<file path="config.mk">
export PLATFORM = sky130hd
export DESIGN_NAME = seq_booth_mul_flat
export DESIGN_NICKNAME = d
export VERILOG_FILES = /design/src/rtl/seq_booth_mul_pkg.sv /design/src/rtl/seq_booth_mul_if.sv /design/src/rtl/seq_booth_mul_booth_encoder.sv /design/src/rtl/seq_booth_mul.sv /design/src/flat_wrapper.sv
export SDC_FILE = /design/constraint.sdc
export NUM_CORES = 1
export LEC_CHECK = 0
export ABC_AREA = 1
export BUFFER_PORTS_ARGS = -buffer_cell sky130_fd_sc_hd__clkbuf_2
export CAP_MARGIN = 30
export CORE_ASPECT_RATIO = 0.6
export CORE_MARGIN = 3
export CORE_UTILIZATION = 50
export DETAILED_ROUTE_END_ITERATION = 10
export PLACE_DENSITY_LB_ADDON = 0.05
export SYNTH_ARGS = -nofsm -noshare
export SYNTH_HDL_FRONTEND = slang
export SYNTH_HIERARCHICAL = 1
export SYNTH_SLANG_ARGS = --single-unit
</file>
<file path="constraint.sdc">
create_clock -name clk_i -period 7.6 [get_ports clk_i]
set_input_delay 1.52 -clock clk_i [delete_from_list [all_inputs] [get_ports clk_i]]
set_output_delay 1.52 -clock clk_i [all_outputs]
set_load 0.03 [all_outputs]
</file>
<file path="src/rtl/seq_booth_mul_pkg.sv">
// Shared types and sizing helpers for the radix-4 Booth sequential multiplier.
package mul_pkg;

  typedef enum logic [1:0] {
    IDLE = 2'd0,
    CALC = 2'd1,
    DONE = 2'd2
  } state_e;

  typedef enum logic [2:0] {
    ZERO = 3'd0,
    POS1 = 3'd1,
    POS2 = 3'd2,
    NEG1 = 3'd3,
    NEG2 = 3'd4
  } booth_digit_e;

  localparam int unsigned DEFAULT_WIDTH = 8;
  localparam int unsigned CNT_W = $clog2(DEFAULT_WIDTH / 2 + 2);

  // Two guard bits on the multiplier give WIDTH/2 + 1 radix-4 digits.
  function automatic int unsigned iter_count(input int unsigned width);
    return width / 2 + 1;
  endfunction

  function automatic int unsigned cnt_width(input int unsigned width);
    return $clog2(width / 2 + 2);
  endfunction

endpackage

</file>
<file path="src/rtl/seq_booth_mul_if.sv">
// Start/Busy/Done bundle between the requester and the multiplier.
interface seq_booth_mul_if #(parameter int WIDTH = 8);
  // Handshake: start is honoured only on an edge where busy is low; operands and
  // sign_mode are captured on that edge. done pulses for exactly one cycle when
  // product becomes valid; product then holds until the next accepted start.
  logic                 start;
  logic                 sign_mode;
  logic [WIDTH-1:0]     multiplicand;
  logic [WIDTH-1:0]     multiplier;
  logic [2*WIDTH-1:0]   product;
  logic                 busy;
  logic                 done;

  modport master (
    output start, sign_mode, multiplicand, multiplier,
    input  product, busy, done
  );

  modport slave (
    input  start, sign_mode, multiplicand, multiplier,
    output product, busy, done
  );
endinterface

</file>
<file path="src/rtl/seq_booth_mul_booth_encoder.sv">
// Radix-4 Booth recoder: maps a multiplier bit triple to a signed digit.
module booth_encoder
  import mul_pkg::*;
(
  input  logic [2:0]   triple_i,
  output booth_digit_e digit_o
);

  always_comb begin
    digit_o = ZERO;
    unique case (triple_i)
      3'b000, 3'b111: digit_o = ZERO;
      3'b001, 3'b010: digit_o = POS1;
      3'b011:         digit_o = POS2;
      3'b100:         digit_o = NEG2;
      3'b101, 3'b110: digit_o = NEG1;
      default:        digit_o = ZERO;
    endcase
  end

endmodule

</file>
<file path="src/rtl/seq_booth_mul.sv">
// Sequential radix-4 Booth multiplier, signed or unsigned per operation.
module seq_booth_mul
  import mul_pkg::*;
#(
  parameter int WIDTH = 8
) (
  input  logic             clk_i,
  input  logic             rst_i,
  seq_booth_mul_if.slave   bus,
  output state_e           state_o
);

  localparam int EW    = WIDTH + 2;
  localparam int HW    = WIDTH + 3;
  localparam int PW    = 2 * WIDTH;
  localparam int N     = iter_count(WIDTH);
  localparam int CW    = cnt_width(WIDTH);

  if ((WIDTH % 2) != 0 || WIDTH < 4) begin : g_bad_width
    $error("seq_booth_mul: WIDTH must be even and >= 4");
  end

  state_e          state_q, state_d;
  logic [HW-1:0]   hi_q, hi_d;
  logic [EW-1:0]   lo_q, lo_d;
  logic            qm1_q, qm1_d;
  logic [HW-1:0]   m_q, m_d;
  logic [CW-1:0]   cnt_q, cnt_d;
  logic [PW-1:0]   product_q, product_d;
  logic            busy_q, busy_d;
  logic            done_q, done_d;

  booth_digit_e    digit;
  logic [HW-1:0]   multiple;
  logic [HW-1:0]   sum;
  logic [HW-1:0]   hi_sh;
  logic [EW-1:0]   lo_sh;

  booth_encoder u_enc (
    .triple_i ({lo_q[1:0], qm1_q}),
    .digit_o  (digit)
  );

  always_comb begin
    multiple = '0;
    unique case (digit)
      ZERO:    multiple = '0;
      POS1:    multiple = m_q;
      POS2:    multiple = {m_q[HW-2:0], 1'b0};
      NEG1:    multiple = -m_q;
      NEG2:    multiple = -{m_q[HW-2:0], 1'b0};
      default: multiple = '0;
    endcase
    sum   = hi_q + multiple;
    // The multiplier bits are consumed from lo while result bits shift in above them.
    hi_sh = {{2{sum[HW-1]}}, sum[HW-1:2]};
    lo_sh = {sum[1:0], lo_q[EW-1:2]};
  end

  always_comb begin
    state_d   = state_q;
    hi_d      = hi_q;
    lo_d      = lo_q;
    qm1_d     = qm1_q;
    m_d       = m_q;
    cnt_d     = cnt_q;
    product_d = product_q;
    busy_d    = busy_q;
    done_d    = 1'b0;
    unique case (state_q)
      IDLE, DONE: begin
        state_d = IDLE;
        if (bus.start) begin
          m_d     = {{3{bus.sign_mode & bus.multiplicand[WIDTH-1]}}, bus.multiplicand};
          lo_d    = {{2{bus.sign_mode & bus.multiplier[WIDTH-1]}}, bus.multiplier};
          hi_d    = '0;
          qm1_d   = 1'b0;
          cnt_d   = '0;
          busy_d  = 1'b1;
          state_d = CALC;
        end
      end
      CALC: begin
        hi_d  = hi_sh;
        lo_d  = lo_sh;
        qm1_d = lo_q[1];
        cnt_d = cnt_q + CW'(1);
        if (cnt_q == CW'(N - 1)) begin
          product_d = {hi_sh[WIDTH-3:0], lo_sh};
          done_d    = 1'b1;
          busy_d    = 1'b0;
          state_d   = DONE;
        end
      end
      default: state_d = IDLE;
    endcase
  end

  always_ff @(posedge clk_i) begin
    if (rst_i) begin
      state_q   <= IDLE;
      hi_q      <= '0;
      lo_q      <= '0;
      qm1_q     <= 1'b0;
      m_q       <= '0;
      cnt_q     <= '0;
      product_q <= '0;
      busy_q    <= 1'b0;
      done_q    <= 1'b0;
    end else begin
      state_q   <= state_d;
      hi_q      <= hi_d;
      lo_q      <= lo_d;
      qm1_q     <= qm1_d;
      m_q       <= m_d;
      cnt_q     <= cnt_d;
      product_q <= product_d;
      busy_q    <= busy_d;
      done_q    <= done_d;
    end
  end

  assign bus.product = product_q;
  assign bus.busy    = busy_q;
  assign bus.done    = done_q;
  assign state_o     = state_q;

endmodule
</file>
<file path="src/flat_wrapper.sv">
// flat-port wrapper written by rule: the top's interface ports become plain ports
module seq_booth_mul_flat import mul_pkg::*;
#(
  parameter int WIDTH = 8
)
  (clk_i, rst_i, state_o, bus_start, bus_sign_mode, bus_multiplicand, bus_multiplier, bus_product, bus_busy, bus_done);
  seq_booth_mul_if #(.WIDTH(WIDTH)) bus_i ();
  input  logic clk_i;
  input  logic rst_i;
  output state_e state_o;
  input wire logic [$bits(bus_i.start)-1:0] bus_start;
  input wire logic [$bits(bus_i.sign_mode)-1:0] bus_sign_mode;
  input wire logic [$bits(bus_i.multiplicand)-1:0] bus_multiplicand;
  input wire logic [$bits(bus_i.multiplier)-1:0] bus_multiplier;
  output wire logic [$bits(bus_i.product)-1:0] bus_product;
  output wire logic [$bits(bus_i.busy)-1:0] bus_busy;
  output wire logic [$bits(bus_i.done)-1:0] bus_done;
  assign bus_i.start = bus_start;
  assign bus_i.sign_mode = bus_sign_mode;
  assign bus_i.multiplicand = bus_multiplicand;
  assign bus_i.multiplier = bus_multiplier;
  assign bus_product = bus_i.product;
  assign bus_busy = bus_i.busy;
  assign bus_done = bus_i.done;
  seq_booth_mul #(.WIDTH(WIDTH)) u_core (.clk_i(clk_i), .rst_i(rst_i), .bus(bus_i), .state_o(state_o));
endmodule
</file>
# After elaboration in Yosys (flattened, before gate mapping)
# Memory sizes are Yosys's and may differ from the RTL's. A register that Yosys moved wholly into a read port is not among the register bits.
# Index checks and enable logic that the tools add are counted.
[totals]
reg_bits = 54
mem_bits_ro = 24
out_inout_bits = 20
word_cells = 52
memories = 1
[mem_list]
columns = ["memory", "depth", "width", "rd", "rd_clocked_by_memory_dff", "write_ports", "line", "rtl"]
rows = [
  ["(no name shown)", 8, 3, 1, 1, 0, "seq_booth_mul_booth_encoder.sv:11", "unique case (triple_i)"],
]
[classes]
add_sub_neg = 4
n_eq_ne = 9
mux = 18
bitwise_logic = 3
n_reduce_logical = 8
[ops]
columns = ["operator", "count"]
rows = [
  ["$pmux 11 s4", 1],
  ["$neg 11->11", 2],
  ["$pmux 11 s2", 1],
  ["$pmux 10 s2", 1],
  ["$add 11x11->11", 1],
  ["$mux 11", 1],
  ["$mux 10", 1],
  ["$mux 3", 3],
  ["$eq 3x2->1 const B", 2],
  ["$eq 3x3->1 const B", 2],
  ["$pmux 3 s2", 1],
  ["$reduce_and 2->1", 3],
  ["$mux 1", 5],
  ["$pmux 1 s2", 2],
  ["$pmux 2 s2", 1],
  ["$reduce_or 2->1", 2],
  ["$add 3x1->3 const B", 1],
  ["$eq 3x1->1 const B", 1],
  ["$reduce_and 3->1", 1],
  ["$and 1x1->1", 2],
  ["$eq 2x1->1 const B", 1],
  ["$eq 2x2->1 const B", 1],
  ["$logic_not 2->1", 1],
  ["$mux 2", 1],
  ["4 further kinds", 4],
]

# Depth between registers and ports, before layout
# Gate-level depths: netlist of the first run.
[depth]
word_depth = 6
ltp_mapped = 20
ltp_nobuf = 20

# Hierarchy
# Netlist of the first run, hierarchy kept.
[by_module_without_submodules]
columns = ["module", "instances", "cells_per_inst", "area_each_um2"]
rows = [
  ["seq_booth_mul", 1, 387, 2854.0],
  ["booth_encoder", 1, 11, 58.8],
]

# Worst setup path after synthesis of the first run
# No wires, ideal clock.
[synth_timing]
path_type = "register -> register"
startpoint = "reg, netlist name u_core/qm1_q"
endpoint = "reg u_core.product_q[13], in the netlist u_core/bus.product[13]"
arrival_time_ps = 2478
t_required_ps = 7483
slack_ps = 5004
path_stages_with_launch = 16
path_buffers = 0
period_less_slack_ps = 2596
path_cell_list = "dfxtp_1 -> inv_1 -> ha_1 -> nand2_1 -> nand2_1 -> nor2_1 -> nand2_1 -> inv_1 -> a22oi_1 -> o211ai_1 -> ha_1 -> a21oi_1 -> nand2_1 -> a21oi_1 -> nand2_1 -> a32o_1"
[synth_lines]
columns = ["item", "line", "rtl"]
rows = [
  ["end signal: assignment", "seq_booth_mul.sv:117", "product_q <= product_d;"],
  ["end: declaration", "seq_booth_mul.sv:29", "logic [PW-1:0] product_q, product_d;"],
]

==> out/qor.csv, run 1 <==
stage,metric,value,unit
run_status,run_status,completed,
floorplan,fp-row-count,20,
sta,max_freq,320,MHz
detailed_routing,detail_route.vias_per_cell,5.19,
sta,final_sum_of_negative_setup_slack,0,ns
floorplan,die_height,65.1,µm
floorplan,die_area,6810,µm²
critical_path,critPathArrivalTime,3.32,ns
placed_design,minimum_setup_slack_after_placement,4.54,ns
placed_design,finalWeightedCongestion,0.954,
critical_path,r2r_setup_slack,4.48,ns
final_layout,final_cell_count_no_fill,510,
floorplan,die_x,105,µm
flow_run,timing.max_cap.violations,0,
critical_path,timing.reg2reg.worst_path_depth,15,
floorplan,floorplan.io_pins,40,
detailed_routing,routed_wire_length_per_instance,13.2,µm
clock_network,cts_setup_buffers,0,
min_path,worst_hold_startpoint,u_core/bus.product[4]$_SDFFE_PP0P_,
clock_network,clock_insertion_delay_worst_skew,0.30,ns
grt,grt_pass1_vias,2326,
synth,synth_largest_type_area_fraction,0.357,
critical_path,worst_r2r_endpoint,u_core/bus.product[13]$_SDFFE_PP0P_,
sta,finalSetupViolCount,0,
critical_path,worstSetupEndpointType,flip-flop,
min_path,hold-path-cell-count,2,
grt,antenna_violations_before_repair,0,
clock_network,tritoncts,done,
synth,netlist_area,2910,µm²
synth,synth_xor_area_frac,0.0331,
sta,final_min_period_over_clock_period,0.411,
detailed_routing,drt.antenna.violating_nets,0,
critical_path,critPathRequiredTime,7.80,ns
synth,ys_top_cells_by_area,"dfxtp_1 36%, nand2_1 12%, ha_1 6.4%",
synth,synth-compound-area-share,0.179,
placed_design,placedInstanceArea,3140,µm²
grt,grt.overflow.total,0,
min_path,holdCritPathClass,reg -> reg,
final_layout,n_fill_cell,501,
sta,fin_worst_skew,0.00560,ns
synth,ys.warnings.count,6,
floorplan,floorplan.initialDensity,0.546,
min_path,worst_hold_path.endpoint,u_core/bus.product[4]$_SDFFE_PP0P_,
sta,worst_hold_slack,0.476,ns
synth,synthMostInstantiatedCell,nand2_1,
clock_network,postCtsResizedCells,0,
clock_network,clk_pin_slew,0.10,ns
synth,synth_common_cells,"96 x nand2_1, 52 x dfxtp_1, 46 x inv_1",
placed_design,portBuffers,39,
final_layout,post-route-util,0.619,
clock_network,numCtsBuffers,5,
synth,yosysSeqAreaShare,0.357,
placed_design,dp_hpwl,5180,µm
sta,final_count_of_hold_timing_violations,0,
synth,synth_nets,434,
sta,rsz0062_at_grt,false,
critical_path,crit_fanout,6,
synth,netlist.top_cell.by_area,dfxtp_1,
sta,timing_max_transition_violations_final,0,
detailed_routing,detailroute.via_count,2648,
critical_path,setup.worst_path.start_class,flip-flop,
synth,count_of_flip_flops_with_a_built_in_enable_after_synthesis,0,
synth,synth_area_per_cell,7.32,µm²
synth,async_reset_ff_frac,0,
final_layout,nets,468,
detailed_routing,drtIter0Drc,188,
grt,grtUsageTotal,0.207,
clock_network,cts.sinks,52,
synth,synth-adder-area-share,0.0713,
power_and_ir_drop,power-per-cell-area,199,nW/µm²
final_layout,cell_area_after_layout,3300,µm²
synth,synth.ff_latch_count,52,
sta,setup_slack_after_layout,4.48,ns
synth,syn_inst,398,
detailed_routing,drt-total-wl,6740,µm
clock_network,ctsRootBufferMaster,clkbuf_8,
synth,muxShareOfSynthArea,0,
final_layout,final_layout_size_suffix_gt1_frac,0.185,
critical_path,path_class,reg -> reg,
sta,worst_pin_slew,0.685,ns
final_layout,antenna-diode-count,0,
critical_path,r2r_start,u_core/qm1_q$_SDFFE_PP0P_,
power_and_ir_drop,power,0.656,mW
clock_network,cts-htree-levels,2,
synth,combinational_family_with_the_most_area_after_synthesis,simple AND/OR/NAND/NOR gates,
grt,grt_first_pass_wirelength,11500,µm
synth,yosysUniqueCellTypes,38,
final_layout,area.growth.synth_to_final,13.3,%
synth,ys_dominant_reg_cell,dfxtp_1,
power_and_ir_drop,peakVddDrop,117,µV
grt,grt_max_degree,26,
clock_network,cts_hold_buf,0,
detailed_routing,drt_pass1_iterations,4,
power_and_ir_drop,total_leakage_power,1.51,nW
sta,maxSlewHeadroom,0.543,
detailed_routing,drc,0,
placed_design,dpl.cell_count,502,
clock_network,clock_tree.buffer_depth,2,
floorplan,design.core.area,5330,µm²
synth,post_synth_and_or_nand_nor_area_fraction,0.267,
sta,min_period,3.12,ns
-- worst max path at each step --
stage,startpoint,to,slack (ns),cells past startpoint
after CTS,u_core/qm1_q$_SDFFE_PP0P_,u_core/bus.product[13]$_SDFFE_PP0P_,4.55,15
after global placement,rst_i,u_core/bus.product[15]$_SDFFE_PP0P_,4.56,5
after floorplan,u_core/qm1_q$_SDFFE_PP0P_,u_core/bus.product[13]$_SDFFE_PP0P_,5.00,15
after detailed placement,rst_i,u_core/bus.product[13]$_SDFFE_PP0P_,4.54,5
after global routing,u_core/qm1_q$_SDFFE_PP0P_,u_core/hi_q[5]$_SDFFE_PP0P_,4.27,17
final,u_core/qm1_q$_SDFFE_PP0P_,u_core/bus.product[13]$_SDFFE_PP0P_,4.48,15
-- placed cells by master, fill, tap and decap left out, drive strengths merged, types with 3 or more instances in the layout --
cell type,netlist,routed
a21oi,32,32
a221oi,3,3
a22o,8,8
a31oi,7,7
bufinv,0,3
clkbuf,6,44
dfxtp,52,52
ha,15,15
inv,55,55
nand2,106,106
nand3,25,25
nor2,32,32
nor3,4,4
o2111ai,4,4
o21ai,19,19
xnor2,3,3
xor2,8,8
-- flip-flops by register name, summed over array words and instances (netlist names) --
name                flops
u_core/lo_q            10
u_core/qm1_q            1
u_core/bus.busy         1
u_core/m_q              9
u_core/bus.product     16
u_core/state_o          2
u_core/hi_q             9
u_core/cnt_q            3
u_core/bus.done         1
-- kinds of logic (layout without fill, tap and decap cells) --
logic type               Yosys count  in the layout
adder cells (fa/ha/maj)           16             16
AO/OA/AOI/OAI                     84             84
flip-flops                        52             52
buffers and inverters             67            102
XOR/XNOR                          11             11
AND/OR/NAND/NOR                  168            168
-- routing by layer --
metal,global-route usage,up-vias,routed length (µm)
li1,-,1373,-
met1,0.326,1182,3540
met2,0.290,91,2620
met3,0.0432,2,559
met4,0.0299,0,21
met5,0,-,0
-- where the power goes --
group	internal [mW]	switching [mW]	total [mW]
Sequential	0.283	0.00964	0.293
Clock	0.165	0.0932	0.258
Combinational	0.0347	0.0710	0.106
-- final cells by class --
type | instances | area (µm²) | area share
Multi-Input combinational cell | 279 | 1600 | 0.486
Clock buffer | 5 | 68.8 | 0.0208
Timing Repair Buffer | 39 | 195 | 0.0591
Tap cell | 77 | 96.3 | 0.0292
Inverter | 55 | 206 | 0.0625
Sequential cell | 52 | 1040 | 0.315
Clock inverter | 3 | 90.1 | 0.0273
-- critical path: stages, from the launching register on --
cell      delay, ns
dfxtp_1        0.37
inv_1          0.08
ha_1           0.38
nand2_1        0.07
nand2_1        0.17
nor2_1         0.07
nand2_1        0.18
inv_1          0.13
a22oi_1        0.18
o211ai_1       0.13
ha_1           0.39
a21oi_1        0.21
nand2_1        0.14
a21oi_1        0.18
nand2_1        0.10
a32o_1         0.25
Power figures use the tool's default switching activity.
==> inputs of run 2 (changes only) <==
--- a/config.mk
+++ b/config.mk
@@ -5,7 +5,7 @@
 export SDC_FILE = /design/constraint.sdc
 export NUM_CORES = 1
 export LEC_CHECK = 0
-export ABC_AREA = 1
+export ABC_AREA = 0
 export BUFFER_PORTS_ARGS = -buffer_cell sky130_fd_sc_hd__clkbuf_2
 export CAP_MARGIN = 30
 export CORE_ASPECT_RATIO = 0.6
==> constraint.sdc (replaced) <==
create_clock -name clk_i -period 2.6 [get_ports clk_i]
set_input_delay 0.52 -clock clk_i [delete_from_list [all_inputs] [get_ports clk_i]]
set_output_delay 0.52 -clock clk_i [all_outputs]
set_load 0.03 [all_outputs]
==> run 2 against run 1 <==
Against the previous run:
- the run now ends with setup timing left
- sequential power grew to 2.9 times the previous value
- clock skew is 0.0037 ns higher
- area after synthesis fell by 0.60%
- register-to-register slack lost 4.9 ns
- utilization up 13 points
- critical endpoint is now u_core/hi_q[7]$_SDFFE_PP0P_
- largest power group unchanged
==> out/qor.csv, run 2 <==
stage,metric,value,unit,change
synth,ys_top_cells_by_area,"dfxtp_1 36%, a21oi_1 6.7%, ha_1 6.5%",,
critical_path,critPathRequiredTime,2.84,ns,-4.96 ns
detailed_routing,drt-total-wl,8740,µm,+30%
grt,grtUsageTotal,0.247,,+0.0404
sta,finalSetupViolCount,11,,+11
detailed_routing,routed_wire_length_per_instance,17.7,µm,+34%
critical_path,timing.reg2reg.worst_path_depth,15,,unchanged
floorplan,die_x,104,µm,-0.28%
final_layout,layout.cells.most_common_list,"48 x dfxtp_1, 47 x buf_4, 41 x nand2_1",,
placed_design,finalWeightedCongestion,0.876,,-8.2%
sta,fin_worst_skew,0.00934,ns,+0.00374 ns
power_and_ir_drop,peakVddDrop,317,µV,+170%
synth,ys.warnings.count,6,,unchanged
clock_network,ctsRootBufferMaster,clkbuf_8,,
sta,rsz0062_at_grt,true,,
placed_design,minimum_setup_slack_after_placement,-0.373,ns,-4.91 ns
sta,worst_pin_slew,0.905,ns,+0.220 ns
critical_path,worstSetupStartpoint,u_core/qm1_q$_SDFFE_PP0P_,,
synth,count_of_flip_flops_with_a_built_in_enable_after_synthesis,0,,unchanged
synth,synth_nets,375,,-14%
detailed_routing,drtIter0Drc,200,,+6.4%
floorplan,fp-row-count,20,,unchanged
critical_path,worstSetupEndpoint,u_core/hi_q[7]$_SDFFE_PP0P_,,
floorplan,die_area,6770,µm²,-0.55%
power_and_ir_drop,power-per-cell-area,497,nW/µm²,+150%
detailed_routing,detailroute.via_count,2881,,+8.8%
sta,worst_hold_slack,0.405,ns,-0.0715 ns
critical_path,worst_path_most_repeated_cell,a21oi_1,,
detailed_routing,drt_pass1_iterations,5,,+1
placed_design,portBuffers,39,,unchanged
clock_network,tritoncts,done,,
power_and_ir_drop,total_leakage_power,1.65,nW,+9.4%
final_layout,post-route-util,0.745,,+0.125
critical_path,critical_path_stages,15,,unchanged
critical_path,cp.buffers_inverters,2,,unchanged
floorplan,die_height,64.9,µm,-0.27%
final_layout,most_common_cell_after_layout_fill_and_taps_aside,dfxtp_1,,
floorplan,floorplan.io_pins,40,,unchanged
clock_network,numCtsBuffers,5,,unchanged
synth,ys_dominant_reg_cell,dfxtp_1,,
synth,synthMostInstantiatedCell,dfxtp_1,,
sta,maxSlewHeadroom,0.396,,-0.147
final_layout,area.growth.synth_to_final,37.1,%,
min_path,holdCritPathClass,in -> reg,,
synth,netlist_area,2900,µm²,-0.60%
detailed_routing,drt.antenna.violating_nets,0,,unchanged
final_layout,final_layout_size_suffix_gt1_frac,0.417,,+0.233
critical_path,cp_cell_sequence,inv_2 -> ha_4 -> mux2_4 -> or2b_4 -> buf_4 -> o21ai_1 -> a22oi_1 -> o22ai_1 -> ha_2 -> a21oi_1 -> a21oi_2 -> a41oi_2 -> xnor2_1 -> nand2_1 -> a21oi_1,,
sta,final_min_period_over_clock_period,1.15,,+0.743
grt,grt_max_degree,24,,-7.7%
grt,antenna_violations_before_repair,0,,unchanged
synth,syn_inst,339,,-15%
placed_design,dp_hpwl,6060,µm,+17%
critical_path,path_class,reg -> reg,,
critical_path,worstSetupEndpointType,flip-flop,,
grt,grt_pass1_vias,2527,,+8.6%
critical_path,crit_slowest_cell,dfxtp_2,,
grt,grt.overflow.total,0,,unchanged
critical_path,r2r_start,u_core/qm1_q$_SDFFE_PP0P_,,
synth,synth_area_per_cell,8.54,µm²,+17%
floorplan,design.core.area,5330,µm²,unchanged
final_layout,antenna-diode-count,0,,unchanged
critical_path,critPathArrivalTime,3.24,ns,-0.08 ns
critical_path,worst_path_dominant_cell_family,compound AO/OA/AOI/OAI gates,,
synth,synth.ff_latch_count,52,,unchanged
run_status,violations_in_the_final_reports,setup timing,,
detailed_routing,detail_route.vias_per_cell,5.83,,+12%
clock_network,clock_insertion_delay_worst_skew,0.32,ns,+0.02 ns
grt,grt_first_pass_wirelength,13200,µm,+15%
sta,setup_slack_after_layout,-0.401,ns,-4.88 ns
critical_path,worst_r2r_endpoint,u_core/hi_q[7]$_SDFFE_PP0P_,,
synth,yosysUniqueCellTypes,57,,+50%
synth,yosysSeqAreaShare,0.360,,+0.00216
sta,timing_max_transition_violations_final,0,,unchanged
clock_network,cts-htree-levels,2,,unchanged
critical_path,crit_path_max_incr_delay,0.36,ns,-0.03 ns
synth,async_reset_ff_frac,0,,unchanged
clock_network,clk_pin_slew,0.10,ns,about the same
synth,synth_common_cells,"52 x dfxtp_1, 42 x nand2_1, 39 x a21oi_1",,
sta,min_period,3.00,ns,-0.121 ns
synth,netlist.top_cell.by_area,dfxtp_1,,
detailed_routing,drc,0,,unchanged
sta,max_freq,333,MHz,+4.0%
floorplan,floorplan.initialDensity,0.543,,-0.00329
critical_path,crit_fanout,7,,+1
final_layout,nets,452,,-3.4%
final_layout,largest_register_ff_count,16,,unchanged
clock_network,clock_tree.buffer_depth,2,,unchanged
critical_path,r2r_setup_slack,-0.40,ns,-4.88 ns
flow_run,timing.max_cap.violations,0,,unchanged
critical_path,setup.worst_path.start_class,flip-flop,,
synth,synth_largest_type_area_fraction,0.360,,+0.00216
sta,final_count_of_hold_timing_violations,0,,unchanged
clock_network,cts.sinks,52,,unchanged
run_status,run_status,"complete, but fails checks",,
-- run 2: changes by cell type after synthesis, moves of 10 or more --
cell | before | now
inv_1 | 46 | 13
a22oi_1 | 1 | 21
nand3_1 | 22 | 4
clkbuf_1 | 5 | 15
nand2_1 | 96 | 42
o21ai_0 | 17 | 4
-- run 2: metal layers --
layer | track usage | wire length [µm] | up-vias
li1 | - | - | 1365
met1 | 0.373 | 4160 | 1381
met2 | 0.345 | 3740 | 125
met3 | 0.0736 | 759 | 10
met4 | 0.0464 | 78 | 0
met5 | 0 | 0 | -
-- run 2: cell families after synthesis --
kind of cell / share of synthesized area
adder cells (fa/ha/maj): 0.0717
AND/OR/NAND/NOR: 0.195
buffers and inverters: 0.0605
XOR/XNOR: 0.0484
multiplexers: 0.00864
flip-flops: 0.360
AO/OA/AOI/OAI: 0.256
-- run 2: area by class of cell --
type                            count  area, µm²
Multi-Input combinational cell    251       2010
Fill cell                         402       1360
Sequential cell                    52       1050
Timing Repair Buffer               93        627
Tap cell                           77       96.3
Clock buffer                        5       68.8
Clock inverter                      3       68.8
Inverter                           13       48.8
-- run 2: worst min path at each step --
| stage | from | to | slack [ns] | depth (start not counted) |
|---|---|---|---|---|
| after global placement | u_core/bus.product[9]$_SDFFE_PP0P_ | u_core/bus.product[9]$_SDFFE_PP0P_ | 0.44 | 2 |
| final | bus_multiplicand[0] | u_core/m_q[0]$_SDFFE_PP0P_ | 0.40 | 3 |
| after global routing | bus_multiplicand[0] | u_core/m_q[0]$_SDFFE_PP0P_ | 0.40 | 3 |
| after detailed placement | u_core/bus.product[9]$_SDFFE_PP0P_ | u_core/bus.product[9]$_SDFFE_PP0P_ | 0.45 | 2 |
| after CTS | bus_multiplicand[5] | u_core/m_q[5]$_SDFFE_PP0P_ | 0.41 | 3 |
| after floorplan | u_core/lo_q[2]$_SDFFE_PP0P_ | u_core/lo_q[2]$_SDFFE_PP0P_ | 0.45 | 2 |
-- run 2: what timing repair did --
item,in CTS,in global routing
resized for setup,26,34
setup buffers,1,4
endpoints found under the setup margin,15,16
pin swaps,24,17
endpoints found under the hold margin,0,0
hold buffers,0,0
-- run 2: worst min-delay path, cell delays in order --
cell and delay, ns:
clkbuf_2 0.08, nand2_1 0.04, a21oi_1 0.05
-- run 2: stage by stage --
| stage | TNS [ns] | area, µm² | total power, mW | std cells |
|---|---|---|---|---|
| floorplan | -1.71 | 2990 | 1.10 | 339 |
| global placement | -2.81 | 3520 | 1.24 | 482 |
| detailed placement | -3.41 | 3520 | 1.25 | 482 |
| CTS | -2.27 | 3770 | 1.94 | 491 |
| global route | -4.17 | 3970 | 2.05 | 494 |
| finish | -2.86 | 3970 | 1.97 | 494 |
-- run 2: report_power, final --
group	total, mW	internal (mW)	switching (mW)
clock network	0.677	0.388	0.289
registers	0.857	0.823	0.0331
logic	0.440	0.202	0.239
total	1.97	1.41	0.561
==> inputs of run 3 (changes only) <==
--- a/config.mk
+++ b/config.mk
@@ -12,7 +12,7 @@
 export CORE_MARGIN = 3
 export CORE_UTILIZATION = 50
 export DETAILED_ROUTE_END_ITERATION = 10
-export PLACE_DENSITY_LB_ADDON = 0.05
+export PLACE_DENSITY = 0.71
 export SYNTH_ARGS = -nofsm -noshare
 export SYNTH_HDL_FRONTEND = slang
 export SYNTH_HIERARCHICAL = 1
==> constraint.sdc (replaced) <==
create_clock -name clk_i -period 3.65 [get_ports clk_i]
set_input_delay 0.73 -clock clk_i [delete_from_list [all_inputs] [get_ports clk_i]]
set_output_delay 0.73 -clock clk_i [all_outputs]
set_load 0.03 [all_outputs]
==> run 3 against run 2 <==
Against the previous run:
- the flow now finishes without violations
- clock-buffer cell count up 1
- sequential share of layout area is 5.9 points higher
- non-clock buffer count shrank 48
- critical path type unchanged
- largest power group unchanged
==> out/qor.csv, run 3 (same netlist as run 2, synthesis figures left out) <==
stage,metric,value,unit,change
run_status,run_status,completed,,
floorplan,floorplan.io_pins,40,,unchanged
final_layout,final_layout_size_suffix_gt1_frac,0.190,,-0.228
critical_path,critPathArrivalTime,3.54,ns,+0.30 ns
placed_design,dp_hpwl,5200,µm,-14%
grt,grt.overflow.total,0,,unchanged
power_and_ir_drop,p_int,0.891,mW,-37%
floorplan,die_area,6770,µm²,unchanged
clock_network,cts.sinks,52,,unchanged
sta,max_freq,299,MHz,-10%
detailed_routing,drt.antenna.violating_nets,0,,unchanged
final_layout,area.sequential,1040,µm²,-0.48%
clock_network,cts_hold_buf,0,,unchanged
power_and_ir_drop,power.clock.fraction,0.339,,-0.004
clock_network,cts_setup_buffers,0,,-1
min_path,worst_hold_startpoint,u_core/bus.product[9]$_SDFFE_PP0P_,,
power_and_ir_drop,share_seq_of_total_power,0.494,,+0.060
critical_path,path_class,reg -> reg,,
grt,grtUsageTotal,0.213,,-0.0346
critical_path,crit_fanout,18,,+11
sta,fin_worst_skew,0.00751,ns,-0.00182 ns
critical_path,worst_r2r_endpoint,u_core/hi_q[9]$_SDFFE_PP0P_,,
sta,final_count_of_hold_timing_violations,0,,unchanged
placed_design,portBuffers,39,,unchanged
clock_network,clock_insertion_delay_worst_skew,0.31,ns,about the same
clock_network,numCtsBuffers,5,,unchanged
final_layout,most_common_cell_after_layout_fill_and_taps_aside,dfxtp_1,,
floorplan,design.core.area,5330,µm²,unchanged
critical_path,r2r_start,u_core/qm1_q$_SDFFE_PP0P_,,
final_layout,largest_register_ff_count,16,,unchanged
floorplan,die_x,104,µm,unchanged
final_layout,nets,404,,-11%
power_and_ir_drop,power.share.switching,0.280,,-0.00465
sta,maxSlewHeadroom,0.406,,+0.00997
grt,antenna_violations_before_repair,0,,unchanged
power_and_ir_drop,comb_power_share,0.167,,-0.056
sta,rsz0062_at_grt,false,,
min_path,worst_hold_path.endpoint,u_core/bus.product[9]$_SDFFE_PP0P_,,
detailed_routing,drtIter0Drc,257,,+28%
sta,setup_slack_after_layout,0.304,ns,+0.705 ns
final_layout,area.growth.synth_to_final,11.5,%,
detailed_routing,detailroute.via_count,2555,,-11%
sta,finalSetupViolCount,0,,-11
final_layout,n_fill_cell,477,,+19%
sta,worst_hold_slack,0.464,ns,+0.0597 ns
critical_path,r2r_setup_slack,0.30,ns,+0.71 ns
detailed_routing,drc,0,,unchanged
clock_network,clock_tree.buffer_depth,2,,unchanged
sta,worst_pin_slew,0.889,ns,-0.0158 ns
critical_path,worstSetupEndpointType,flip-flop,,
placed_design,minimum_setup_slack_after_placement,0.300,ns,+0.673 ns
detailed_routing,detail_route.vias_per_cell,5.73,,-1.8%
placed_design,dpl.cell_count,438,,-9.1%
final_layout,antenna-diode-count,0,,unchanged
final_layout,final_cell_count_no_fill,446,,-9.7%
power_and_ir_drop,net-switching-power,0.346,mW,-38%
grt,grt_first_pass_wirelength,11500,µm,-12%
detailed_routing,drt-total-wl,6950,µm,-20%
critical_path,setup.worst_path.start_class,flip-flop,,
floorplan,fp-row-count,20,,unchanged
grt,grt_max_degree,33,,+38%
power_and_ir_drop,peakVddDrop,230,µV,-28%
placed_design,finalWeightedCongestion,0.997,,+14%
detailed_routing,drt_pass1_iterations,4,,-1
final_layout,layout.cells.most_common_list,"52 x dfxtp_1, 42 x nand2_1, 39 x clkbuf_2, 39 x a21oi_1, 23 x nor2_1",,
flow_run,timing.max_cap.violations,0,,unchanged
critical_path,critPathRequiredTime,3.84,ns,+1.00 ns
sta,final_sum_of_negative_setup_slack,0,ns,+2.86 ns
final_layout,multiInputGateArea,1680,µm²,-17%
clock_network,cts-htree-levels,2,,unchanged
sta,min_period,3.35,ns,+0.345 ns
min_path,hold-path-cell-count,2,,-1
min_path,holdCritPathClass,reg -> reg,,
power_and_ir_drop,total_leakage_power,1.31,nW,-20%
clock_network,clk_pin_slew,0.10,ns,about the same
clock_network,ctsRootBufferMaster,clkbuf_8,,
power_and_ir_drop,power-per-cell-area,383,nW/µm²,-23%
sta,final_min_period_over_clock_period,0.917,,-0.238
floorplan,floorplan.initialDensity,0.543,,unchanged
grt,grt_pass1_vias,2262,,-10%
critical_path,timing.reg2reg.worst_path_depth,14,,-1
clock_network,tritoncts,done,,
clock_network,postCtsResizedCells,0,,-100%
detailed_routing,routed_wire_length_per_instance,15.6,µm,-12%
floorplan,die_height,64.9,µm,unchanged
sta,timing_max_transition_violations_final,0,,unchanged
-- run 3: power by group through the flow --
stage / clock network, mW / registers (mW) / logic (mW)
floorplan: 0 / 0.618 / 0.159
global placement: 0 / 0.623 / 0.203
detailed placement: 0 / 0.624 / 0.204
CTS: 0.429 / 0.611 / 0.205
global route: 0.455 / 0.614 / 0.229
finish: 0.420 / 0.611 / 0.206
-- run 3: through the flow --
| stage | power (mW) | utilization | instance area [µm²] |
|---|---|---|---|
| global route | 1.30 | 0.605 | 3230 |
| detailed placement | 0.828 | 0.583 | 3110 |
| global placement | 0.826 | 0.583 | 3110 |
| CTS | 1.24 | 0.605 | 3230 |
| finish | 1.24 | 0.605 | 3230 |
| floorplan | 0.777 | - | 2900 |
-- run 3: critical path, stage by stage, from the launching register on --
cell and delay [ns]:
dfxtp_1 0.37, inv_1 0.05, ha_1 0.31, mux2_4 0.36, or2b_2 0.37, o21ai_0 0.16
a21oi_1 0.09, o22ai_1 0.17, ha_1 0.31, a21o_1 0.19, or3_1 0.33, o2111ai_1 0.26
nand2_1 0.08, nand2_1 0.07, o221ai_1 0.10
-- run 3: area by class of cell --
class / instances / area share
sequential: 52 / 0.323
timing repair buffer: 45 / 0.0744
inverter: 13 / 0.0151
clock inverter: 2 / 0.0120
multi-input combinational: 251 / 0.520
tap: 77 / 0.0299
clock buffer: 6 / 0.0256
-- run 3: worst max path at each step --
stage,to,start,slack (ns)
final,u_core/hi_q[9]$_SDFFE_PP0P_,u_core/qm1_q$_SDFFE_PP0P_,0.30
after global routing,u_core/hi_q[9]$_SDFFE_PP0P_,u_core/qm1_q$_SDFFE_PP0P_,0.09
after CTS,u_core/hi_q[9]$_SDFFE_PP0P_,u_core/qm1_q$_SDFFE_PP0P_,0.28
after detailed placement,u_core/hi_q[9]$_SDFFE_PP0P_,u_core/qm1_q$_SDFFE_PP0P_,0.30
after global placement,u_core/hi_q[9]$_SDFFE_PP0P_,u_core/qm1_q$_SDFFE_PP0P_,0.41
after floorplan,u_core/hi_q[9]$_SDFFE_PP0P_,u_core/qm1_q$_SDFFE_PP0P_,0.56
-- run 3: metal layers --
layer | GRT usage | vias up | wire length (µm)
met2 | 0.294 | 72 | 2750
met3 | 0.0458 | 5 | 460
met5 | 0 | - | 0
met1 | 0.331 | 1216 | 3690
met4 | 0.0448 | 0 | 47
li1 | - | 1262 | -
